$ cat config.mk
export PLATFORM = sky130hd
export DESIGN_NAME = pipe_stage_reg
export DESIGN_NICKNAME = d
export VERILOG_FILES = /design/src/rtl/pipe_stage_reg.sv
export SDC_FILE = /design/constraint.sdc
export NUM_CORES = 1
export LEC_CHECK = 0
export ABC_AREA = 1
export CAP_MARGIN = 20
export CORE_MARGIN = 5
export CORE_UTILIZATION = 46
export CTS_BUF_LIST = sky130_fd_sc_hd__clkbuf_16
export DETAILED_ROUTE_END_ITERATION = 10
export GPL_ROUTABILITY_DRIVEN = 0
export GPL_TIMING_DRIVEN = 0
export PLACE_DENSITY = 0.86
export SLEW_MARGIN = 20
export SYNTH_ARGS = -nofsm -noshare
export SYNTH_HDL_FRONTEND = slang
export SYNTH_SLANG_ARGS = --single-unit
export TNS_END_PERCENT = 100
$ cat constraint.sdc
create_clock -name Clk -period 1.8 [get_ports Clk]
set_input_delay 0.18 -clock Clk [delete_from_list [all_inputs] [get_ports Clk]]
set_output_delay 0.18 -clock Clk [all_outputs]
set_load 0.02 [all_outputs]
$ cat src/rtl/pipe_stage_reg.sv
// Pipeline-boundary register for the five-stage MIPS datapath: DEPTH stages of
// valid/ctrl/data with stall, flush (bubble insertion) and saturating perf counters.
module pipe_stage_reg #(
  parameter int DATA_W = 32,
  parameter int CTRL_W = 8,
  parameter int DEPTH  = 1,
  parameter int CNT_W  = 16
) (
  input  logic              Clk,
  input  logic              Rst_n,
  input  logic              In_Valid,
  input  logic [CTRL_W-1:0] In_Ctrl,
  input  logic [DATA_W-1:0] In_Data,
  input  logic              Stall,
  input  logic              Flush,
  input  logic              Clr_Cnt,
  output logic              Out_Valid,
  output logic [CTRL_W-1:0] Out_Ctrl,
  output logic [DATA_W-1:0] Out_Data,
  output logic [CNT_W-1:0]  Stall_Cnt,
  output logic [CNT_W-1:0]  Bubble_Cnt
);

  localparam int LAST = DEPTH - 1;

  generate
    if (DEPTH < 1 || DEPTH > 4) begin : g_bad_depth
      $error("pipe_stage_reg: DEPTH must be in the range 1..4");
    end
  endgenerate

  logic              valid_q [DEPTH];
  logic [CTRL_W-1:0] ctrl_q  [DEPTH];
  logic [DATA_W-1:0] data_q  [DEPTH];
  logic [CNT_W-1:0]  stall_cnt_q;
  logic [CNT_W-1:0]  bubble_cnt_q;

  // NOTE: sequential state uses non-blocking assignments so every stage samples
  // the pre-edge value of its predecessor, regardless of statement order.
  // NOTE: every stage array element is reset, because reset must force the
  // outputs to zero immediately; a non-reset payload would leak through Out_Data.
  always_ff @(posedge Clk or negedge Rst_n) begin
    if (!Rst_n) begin
      for (int k = 0; k < DEPTH; k++) begin
        valid_q[k] <= 1'b0;
        ctrl_q[k]  <= '0;
        data_q[k]  <= '0;
      end
    end else if (Flush) begin
      // Squash control only; data is held so a flushed slot carries no new value.
      for (int k = 0; k < DEPTH; k++) begin
        valid_q[k] <= 1'b0;
        ctrl_q[k]  <= '0;
      end
    end else if (!Stall) begin
      valid_q[0] <= In_Valid;
      ctrl_q[0]  <= In_Valid ? In_Ctrl : '0;
      data_q[0]  <= In_Data;
      for (int k = 1; k < DEPTH; k++) begin
        valid_q[k] <= valid_q[k-1];
        ctrl_q[k]  <= ctrl_q[k-1];
        data_q[k]  <= data_q[k-1];
      end
    end
  end

  // Counters saturate at all-ones; Clr_Cnt wins over any increment.
  always_ff @(posedge Clk or negedge Rst_n) begin
    if (!Rst_n) begin
      stall_cnt_q  <= '0;
      bubble_cnt_q <= '0;
    end else if (Clr_Cnt) begin
      stall_cnt_q  <= '0;
      bubble_cnt_q <= '0;
    end else begin
      if (Stall && !Flush && (stall_cnt_q != {CNT_W{1'b1}})) begin
        stall_cnt_q <= stall_cnt_q + CNT_W'(1);
      end
      if (!valid_q[LAST] && (bubble_cnt_q != {CNT_W{1'b1}})) begin
        bubble_cnt_q <= bubble_cnt_q + CNT_W'(1);
      end
    end
  end

  // Invalid stages always hold ctrl=0, so Out_Ctrl needs no gating here.
  assign Out_Valid  = valid_q[LAST];
  assign Out_Ctrl   = ctrl_q[LAST];
  assign Out_Data   = data_q[LAST];
  assign Stall_Cnt  = stall_cnt_q;
  assign Bubble_Cnt = bubble_cnt_q;

endmodule

# Yosys cells after proc, flatten, opt, wreduce, memory -nomap -nowiden
# Cells that the tools add are included.
[word_totals]
reg_bits = 73
inputBits = 46
output_inout_bits = 73
[op_classes]
addsub = 2
n_eq_ne = 3
muxes = 9
bitwise = 2
n_reduce_logical = 8
[op_table]
columns = ["op", "count"]
rows = [
  ["2-to-1 mux 16 bit", 4],
  ["adder 16 x 1 -> 16 bit, second input constant", 2],
  ["!= test 16 bit, second input constant", 2],
  ["2-to-1 mux 8 bit", 3],
  ["nonzero test 2 bit", 2],
  ["logical AND 1 bit", 3],
  ["logical NOT 1 bit", 2],
  ["2-to-1 mux 1 bit", 2],
  ["!= test 2 x 1 -> 1 bit, second input constant", 1],
  ["inverter 1 bit", 2],
  ["AND reduction 2 bit", 1],
]

# Logic depth before layout (Yosys ltp)
# Gate-level depths: netlist of the first run.
[depth]
depth_word = 5
ltp_mapped = 10

# Least setup slack after synthesis of the first run
# OpenSTA, ideal clock, no wires.
[synth_timing]
path_kind = "register -> register"
from = "reg stall_cnt_q[1], in the netlist Stall_Cnt[1]"
to = "reg stall_cnt_q[2], in the netlist Stall_Cnt[2]"
t_arrival_ps = 1579
setup_slack_ps = 155
stages_incl_launch_ff = 11
synth_period_minus_slack_ps = 1645
path_cell_list = "dfrtp_1 > ha_1 > nand2_2 > nor2_4 > nand2_4 > nor2_4 > nor2_2 > nor2_4 > buf_6 > nand2_1 > nand2_1"
[synth_between]
elab_chain_cells = 3
[synth_lines]
columns = ["element", "line", "rtl"]
rows = [
  ["start, declared", "35", "logic [CNT_W-1:0] stall_cnt_q;"],
  ["start signal, assigned", "77", "stall_cnt_q <= stall_cnt_q + CNT_W'(1);"],
  ["adder 16 x 1 -> 16 bit / != test 16 bit (equally long branches)", "77, 76", ""],
  ["2-to-1 mux 16 bit / logical AND 1 bit (equally long branches)", "76", "if (Stall && !Flush && (stall_cnt_q != {CNT_W{1'b1}})) begin"],
  ["2-to-1 mux 16 bit / nonzero test 2 bit (equally long branches)", "--", ""],
]
# Parallel ways exist; a longest one is shown, timed or not. The select of a mux whose other input is x is not followed.
# A chain may end at the register's enable or synchronous reset.

# Final worst setup path of the first run
[layout_timing]
from = "reg bubble_cnt_q[1], in the netlist Bubble_Cnt[1]"
to = "reg bubble_cnt_q[7], in the netlist Bubble_Cnt[7]"
[layout_between]
elab_chain_cells = 3
[layout_lines]
columns = ["element", "line", "rtl"]
rows = [
  ["start, declared", "36", "logic [CNT_W-1:0] bubble_cnt_q;"],
  ["start signal, assigned", "80", "bubble_cnt_q <= bubble_cnt_q + CNT_W'(1);"],
  ["adder 16 x 1 -> 16 bit / != test 16 bit (equally long branches)", "80, 79", ""],
  ["2-to-1 mux 16 bit / logical AND 1 bit (equally long branches)", "79", "if (!valid_q[LAST] && (bubble_cnt_q != {CNT_W{1'b1}})) begin"],
  ["2-to-1 mux 16 bit / nonzero test 2 bit (equally long branches)", "--", ""],
]
# Parallel ways exist; a longest one is shown, timed or not. The select of a mux whose other input is x is not followed.

==> summary by stage, run 1 <==
Cells and area
The area growth from synthesis to layout is 45.9%. After the last flow step, the layout net total stands at 591. The fraction of layout instances using a drive strength above 1 is 0.141.

The final instance area is 5270 um^2. The fill cell instance count of the final layout is 581. The share of the core filled with cells is 0.685.

After the flow finishes, the layout carries non-filler instances totaling 649. The number of diodes added for antenna fixing is 0.

Die
After floorplanning, the core was sized to cover 7690 um^2. The top-level port count is 119. After floorplanning, the core was divided into 32 placement rows.

The initial standard-cell utilization of the core is 0.470. In this run the horizontal extent of the chip is 98.6 um. The floorplan step defined a die boundary enclosing 9720 um^2. In this run the vertical extent of the chip is 98.6 um.

Drt
The number of vias in the routed layout is 3328. For this block, the initial DRC count from the detailed router was 149. The number of remaining DRC errors is 0.

The total iterations of the first detailed-routing run is 6. In this run the remaining antenna-violating nets after routing total 0. The wire length per cell is 15.1 um.

The mean number of vias per cell is 5.13. The total wirelength of the detailed-routed design is 9.80 mm.

Clock tree
TritonCTS built the clock tree. For the worst-skew pair, the clock arrives at the later sink with an insertion delay of 0.33 ns. Clock-pin slew was measured on the worst setup and hold paths at 0.06 ns. CTS built an H-tree with a depth of 3.

In this run, CTS created clock tree buffers numbering 9. No sink is reached through more buffers than the 2 on the longest clock path. The cell at the root of the clock tree is sky130_fd_sc_hd__clkbuf_16.

The number of clock sinks is 73.

Global route
The pin count of the biggest net entering global routing is 55. The number of global-route vias before repair came to 3348. For this run, the total global-route usage over all layers was measured as 0.206. For this run, global-route usage on met3 was measured as 0.0757. The first-pass GRT wire length is 16.3 mm. For met1 alone, demand over resource in global routing was 0.247. The number of antenna violations at the first check in global routing is 0.

The met2 capacity usage during global routing is 0.337. met2 is the most crowded layer. Global routing finished with a remaining overflow of 0.

Yosys
The number of nets in the synthesized netlist is 457. Yosys instantiated no cell more often than sky130_fd_sc_hd__nand2_1. By area the synthesized netlist is led by sky130_fd_sc_hd__dfrtp_1 51%, sky130_fd_sc_hd__nand2_1 14%, sky130_fd_sc_hd__mux2_2 10%, sky130_fd_sc_hd__nand3_1 6.0%, sky130_fd_sc_hd__inv_1 3.1%. After synthesis, the netlist uses 22 different library cells. After synthesis, the share of flip-flops with an asynchronous set or reset is 1.00. The sequential share of the synthesized area is 0.506. During synthesis, Yosys emitted a total of 0 warnings.

Dividing the synthesized area by the synthesized cell count gives 8.83 um^2. The cell count after synthesis came out at 409. The prevailing post-synth register cell is sky130_fd_sc_hd__dfrtp_1. Yosys mapped a number of flops with a built-in enable equal to 0. Ranked by instance count, the synthesized netlist is headed by 137 x sky130_fd_sc_hd__nand2_1, 73 x sky130_fd_sc_hd__dfrtp_1, 43 x sky130_fd_sc_hd__nand3_1. The post-synth design cell area is 3610 um^2.

The largest total area in the synthesized netlist belongs to sky130_fd_sc_hd__dfrtp_1. The area share of the largest cell type after synthesis is 0.506. In this run, synthesis produced a sequential element count of 73.

Setup path
The maximum fanout along the worst path is 10. The kind of critical path is reg -> reg. STA puts the critical path data arrival time at 1.96 ns. The worst register-to-register path has a setup slack of 0.1 ns.

STA classifies the critical path endpoint as a flip-flop. Walking the worst path, the cells encountered are ha_1 -> nand2_1 -> nor2_2 -> nand2_2 -> nor2_4 -> nor2_4 -> buf_4 -> nand4_1 -> nand2_1. Data on the critical path is required at its endpoint by 2.06 ns.

The largest single stage delay on the critical path is 0.44 ns. On the critical path, the stage with the largest delay is an instance of sky130_fd_sc_hd__dfrtp_2. STA classifies the critical path startpoint as a flip-flop.

Pwr
The worst-case IR drop observed on VDD is 0.000575 V. Overall power consumption after layout is estimated at 4370 uW. Power spread over the standard cell area amounts to 829 nW/um^2. For this design the static power due to leakage is 0.00244 uW.

Place
The count of buffers added on input and output ports is 116. The standard cell area after detailed placement is 4930 um^2. The estimated wirelength of the detail-placed design is 7.36 mm. The cell count after placement is 628.

Timing
The final hold violation count is 0. On the final layout, the worst clock skew is 0.00869 ns. Dividing the final minimum period by the clock period gives 0.947. Timing would allow up to 0.587 GHz. At the pin with the least slew margin, the transition time is 0.525 ns. The number of pins exceeding their max-slew limit in the final report is 0.

The worst path in the final design needs a cycle of 1.70 ns, including I/O delays and setup. The worst slew margin relative to its limit is 0.650. The final setup violation count is 0.

Worst hold path
The path type of the worst min-delay path is in -> reg.

Status
The flow ran to the end, and the final reports show no timing, DRC or antenna violations.

Job
Max-cap violations in this run came to 0.
==> layout make-up <==
class	instances	area [um^2]	share of cell area
Timing Repair Buffer	123	1230	0.234
Inverter	32	120	0.0228
Buffer	11	67.6	0.0128
Clock buffer	9	225	0.0427
Clock inverter	6	61.3	0.0116
Multi-Input combinational cell	293	1610	0.305
Sequential cell	73	1830	0.347
Tap cell	102	128	0.0242
==> stage by stage <==
step / setup slack [ns] / hold slack, ns / setup TNS (ns)
after floorplan: 0.155 / -0.116 / 0
after global routing: -0.0282 / 0.211 / -0.0818
after detailed placement: -0.193 / 0.0973 / -2.00
after global placement: -1.98 / 0.489 / -146.15
after CTS: 0.00830 / 0.195 / 0
final: 0.0961 / 0.202 / 0
==> cells by family (layout without fill, tap and decap cells) <==
group,after synthesis,after routing,synth area share
AOI/OAI and AO/OA,10,10,0.0152
xor gates and xnor gates,11,11,0.0267
adders and majority gates,2,2,0.00693
buffers and inverters,43,181,0.0513
DFF,73,73,0.506
muxes,32,32,0.0998
and+or+nand+nor,238,238,0.294
==> metal layers <==
metal | routed length [um] | up-vias
li1 | - | 1593
met1 | 3840 | 1585
met5 | 0 | -
met3 | 953 | 18
met2 | 4820 | 132
met4 | 180 | 0
==> where the power goes <==
| part | internal, uW | leakage [uW] | switching (uW) | total, uW |
|---|---|---|---|---|
| clock | 1060 | 0.000146 | 666 | 1720 |
| sequential | 1770 | 0.000941 | 79.7 | 1850 |
| combinational | 419 | 0.00135 | 379 | 798 |
| total | 3250 | 0.00244 | 1120 | 4370 |
==> layout by cell type (no fill, tap or decap), types with 3 or more instances in the layout <==
master | Yosys | layout
sky130_fd_sc_hd__xor2_1 | 9 | 9
sky130_fd_sc_hd__clkbuf_16 | 0 | 9
sky130_fd_sc_hd__inv_1 | 30 | 31
sky130_fd_sc_hd__nand2_1 | 137 | 137
sky130_fd_sc_hd__o21ai_0 | 8 | 8
sky130_fd_sc_hd__nand4_1 | 13 | 13
sky130_fd_sc_hd__nor2_1 | 27 | 27
sky130_fd_sc_hd__nor2_2 | 3 | 3
sky130_fd_sc_hd__buf_4 | 0 | 7
sky130_fd_sc_hd__nand3_1 | 43 | 43
sky130_fd_sc_hd__dfrtp_1 | 73 | 72
sky130_fd_sc_hd__nor2_4 | 7 | 7
sky130_fd_sc_hd__mux2_2 | 32 | 32
sky130_fd_sc_hd__buf_2 | 7 | 6
sky130_fd_sc_hd__clkdlybuf4s50_1 | 0 | 115
==> critical path: cells and delay by family (launching register included) <==
family	cells	cell delay (ns)
buf+inv	1	0.23
fa+ha+maj	1	0.23
simple gates	7	0.73
flops	1	0.44
==> worst paths after layout <==
kind / startpoint / depth (start not counted) / to
min in group asynchronous: Rst_n / 2 / Out_Data[14]$_DFFE_PN0P_
setup reg to reg: Bubble_Cnt[1]$_DFFE_PN0P_ / 9 / Bubble_Cnt[7]$_DFFE_PN0P_
max in group asynchronous: Rst_n / 3 / Bubble_Cnt[7]$_DFFE_PN0P_
hold / removal: Stall / 3 / Out_Ctrl[3]$_DFFE_PN0N_
setup / recovery: Bubble_Cnt[1]$_DFFE_PN0P_ / 9 / Bubble_Cnt[7]$_DFFE_PN0P_
hold reg to reg: Out_Data[21]$_DFFE_PN0P_ / 1 / Out_Data[21]$_DFFE_PN0P_
==> flip-flops by register name, indices dropped and copies added, names as in the netlist <==
signal and flops:
Out_Data 32, Bubble_Cnt 16, Stall_Cnt 16, Out_Ctrl 8, Out_Valid 1
==> timing repair <==
action / in CTS / in global routing
buffers inserted: 0 / 5
gates resized for setup: 0 / 4
endpoints found under the setup margin: 0 / 24
hold buffers: 1 / 0
hold endpoints to repair: 19 / 0
Power figures use the tool's default switching activity.
==> run 2: changes to the inputs <==
--- a/config.mk
+++ b/config.mk
@@ -7,7 +7,6 @@
 export LEC_CHECK = 0
 export ABC_AREA = 1
 export CAP_MARGIN = 20
-export CORE_MARGIN = 5
 export CORE_UTILIZATION = 46
 export CTS_BUF_LIST = sky130_fd_sc_hd__clkbuf_16
 export DETAILED_ROUTE_END_ITERATION = 10
==> summary by stage, run 2 (synthesis gave the netlist of run 1 again) <==
Timing
The actual slew at the worst max-slew pin is 0.531 ns (was 0.525 ns). The share of the clock period used by the worst path after layout came to 0.955 (was 0.947). The worst path setup slack after routing came to 0.0818 ns (was 0.0961 ns). The minimum clock period after layout came to 1.72 ns (was 1.70 ns). The final hold violation count is 0 (unchanged).

The number of pins exceeding their max-slew limit in the final report is 0 (unchanged). Setup repair after global routing left no endpoint under its margin. The top achievable clock speed is 0.582 GHz (was 0.587 GHz).

The final setup violation count came to 0 (unchanged). The worst clock skew came to 0.00638 ns (was 0.00869 ns). The worst slew margin relative to its limit is 0.646 (was 0.650). The smallest hold slack is 0.211 ns (was 0.202 ns).

Die
The top-level port count is 119 (unchanged). The die extent in x is 90.6 um (was 98.6 um). The die area is 8210 um^2 (was 9720 um^2). The die span in y is 90.6 um (was 98.6 um). The standard cell core area is 7410 um^2 (was 7690 um^2).

The number of core rows came to 31 (was 32). The initial standard-cell utilization of the core is 0.488 (was 0.470).

Setup path
Critical path cell sequence: ha_1 -> nand2_1 -> nor2_2 -> nand2_2 -> nor2_4 -> nor2_4 -> buf_4 -> nand4_1 -> nand2_1 (unchanged). The startpoint kind of the worst setup timing path is a flip-flop (unchanged). The number of stages on the worst setup path is 9 (unchanged).

The kind of end point of the critical path is a flip-flop (unchanged). The timing startpoint of the critical path is Bubble_Cnt[1]$_DFFE_PN0P_ (unchanged). The worst reg2reg path depth came to 9 (unchanged).

The critical path's slowest cell is sky130_fd_sc_hd__dfrtp_1 (was sky130_fd_sc_hd__dfrtp_2). The worst path buffer plus inverter count is 1 (unchanged). The kind of cell adding the most delay to the critical path is simple AND/OR/NAND/NOR gates (unchanged). The largest stage delay on the critical path was 0.43 ns (was 0.44 ns). The kind of critical path is reg -> reg (unchanged). The flop-to-flop setup slack is 0.08 ns (was 0.1 ns). The maximum fanout along the worst path came to 10 (unchanged).

The endpoint required time on the critical path was 2.06 ns (about the same). The arrival time of data at the critical path endpoint was 1.98 ns (was 1.96 ns). The launch point of the worst reg-to-reg path is Bubble_Cnt[1]$_DFFE_PN0P_ (unchanged).

The capture instance of the worst register-to-register path is Bubble_Cnt[7]$_DFFE_PN0P_ (unchanged).

Drt
The violation count after the first detailed-routing iteration is 177 (was 149). The total wirelength of the detailed-routed design is 9.51 mm (was 9.80 mm). The number of remaining DRC errors is 0 (unchanged).

The mean number of vias per cell is 5.14 (was 5.13). The number of vias in the routed layout was 3331 (was 3328). The total iterations of the first detailed-routing run is 6 (unchanged). The wire length per cell is 14.7 um (was 15.1 um). The number of routed nets with antenna violations is 0 (unchanged).

Global route
The pin count of the biggest net entering global routing is 46 (was 55). The number of global-route vias before repair was 3334 (was 3348). The first-pass GRT wire length was 15.6 mm (was 16.3 mm). The leftover overflow at the end of global routing is 0 (unchanged).

The total routing usage reported by global routing is 0.242 (was 0.206). The number of antenna violations at the first check in global routing is 0 (unchanged).

Worst hold path
The terminating pin of the worst hold path is Out_Ctrl[7]$_DFFE_PN0N_ (was Out_Ctrl[3]$_DFFE_PN0N_). The worst hold path stage count is 3 (unchanged). The path type of the worst min-delay path is in -> reg (unchanged). The beginning of the worst hold path is Stall (unchanged).

Place
The worst slack at placement is -0.179 ns (was -0.193 ns). The estimated wirelength of the detail-placed design is 6.88 mm (was 7.36 mm). The number of port buffers is 116 (unchanged).

Job
The max-capacitance violation count was 0 (unchanged).

Cells and area
The area taken by flip-flops and latches is 1830 um^2 (about the same). The area occupied by multi-input gates is 1610 um^2 (about the same). Most frequent cells in the layout: 137 x sky130_fd_sc_hd__nand2_1, 115 x sky130_fd_sc_hd__clkdlybuf4s50_1, 71 x sky130_fd_sc_hd__dfrtp_1 (was 137 x sky130_fd_sc_hd__nand2_1, 115 x sky130_fd_sc_hd__clkdlybuf4s50_1, 72 x sky130_fd_sc_hd__dfrtp_1). The net count reported at finish is 592 (was 591).

The area added between synthesis and finish is 46.2% (was 45.9%). The number of diodes added for antenna fixing is 0 (unchanged). The fill cell instance count of the final layout was 527 (was 581). The fraction of layout instances using a drive strength above 1 was 0.144 (was 0.141). The most common cell after layout, fill and taps aside is sky130_fd_sc_hd__nand2_1 (unchanged). The number of flip-flops under the largest register name was 32 (unchanged).

Clock tree
The clock-pin slew of the registers on the worst-case setup and hold paths came to 0.06 ns (about the same). The maximum clock insertion buffer count came to 2 (unchanged). The H-tree depth reported by CTS came to 3 (unchanged). The source-to-sink clock delay at the later pin of the worst-skew pair was 0.33 ns (about the same). The number of clock sinks is 73 (unchanged). The total clock buffers created by CTS is 9 (unchanged). The TritonCTS clock tree is yes (unchanged).

The cell at the root of the clock tree is sky130_fd_sc_hd__clkbuf_16 (unchanged).

Pwr
The worst ir drop on vdd was 0.000702 V (was 0.000575 V). The total power draw is 4390 uW (was 4370 uW). The power per standard cell area is 830 nW/um^2 (was 829 nW/um^2). The leakage dissipation is 0.00243 uW (was 0.00244 uW).

Status
Run status: completed (unchanged).
-- run 2: through the flow --
stage               area [um^2]  instances  TNS [ns]   util
finish                     5280        648         0  0.713
global route               5280        648         0  0.713
CTS                        5220        642         0  0.705
detailed placement         4920        625     -1.37  0.664
global placement           4900        624   -140.56  0.661
floorplan                  3610        409         0      -
-- run 2: cell type report --
cell class	count	area share
tap	99	0.0234
clock buffer	9	0.0426
timing repair buffer	124	0.235
sequential	73	0.346
multi-input combinational	293	0.305
clock inverter	7	0.0118
inverter	32	0.0227
buffer	11	0.0128
-- run 2: repair_timing --
action,CTS,global route
gates resized for setup,0,7
setup buffers,0,6
hold buffers,1,0
hold endpoints to repair,28,0
setup endpoints to repair,0,16
-- run 2: worst max path at each step --
stage,slack [ns],endpoint
after floorplan,0.15,Stall_Cnt[2]$_DFFE_PN0P_
after global placement,-1.92,Out_Data[30]$_DFFE_PN0P_
after detailed placement,-0.18,Bubble_Cnt[7]$_DFFE_PN0P_
after CTS,0.04,Bubble_Cnt[7]$_DFFE_PN0P_
after global routing,0.002,Bubble_Cnt[9]$_DFFE_PN0P_
final,0.08,Bubble_Cnt[7]$_DFFE_PN0P_
-- run 2: power breakdown --
group	leakage, uW	internal [uW]	switching, uW
Combinational	0.00135	421	376
Sequential	0.000939	1770	81.2
Clock	0.000140	1060	682
Total	0.00243	3250	1140
-- run 2: per-layer routing --
metal / share of wire / GRT usage
met1: 0.40 / 0.283
met2: 0.50 / 0.407
met3: 0.084 / 0.0909
met4: 0.020 / 0.0820
met5: 0 / 0
-- run 2: worst reg2reg max path, delay by kind of cell (launching register included) --
kind	cells	cell delay (ns)
AND/OR/NAND/NOR	7	0.75
flip-flops	1	0.43
adder cells (fa/ha/maj)	1	0.25
buffers and inverters	1	0.22
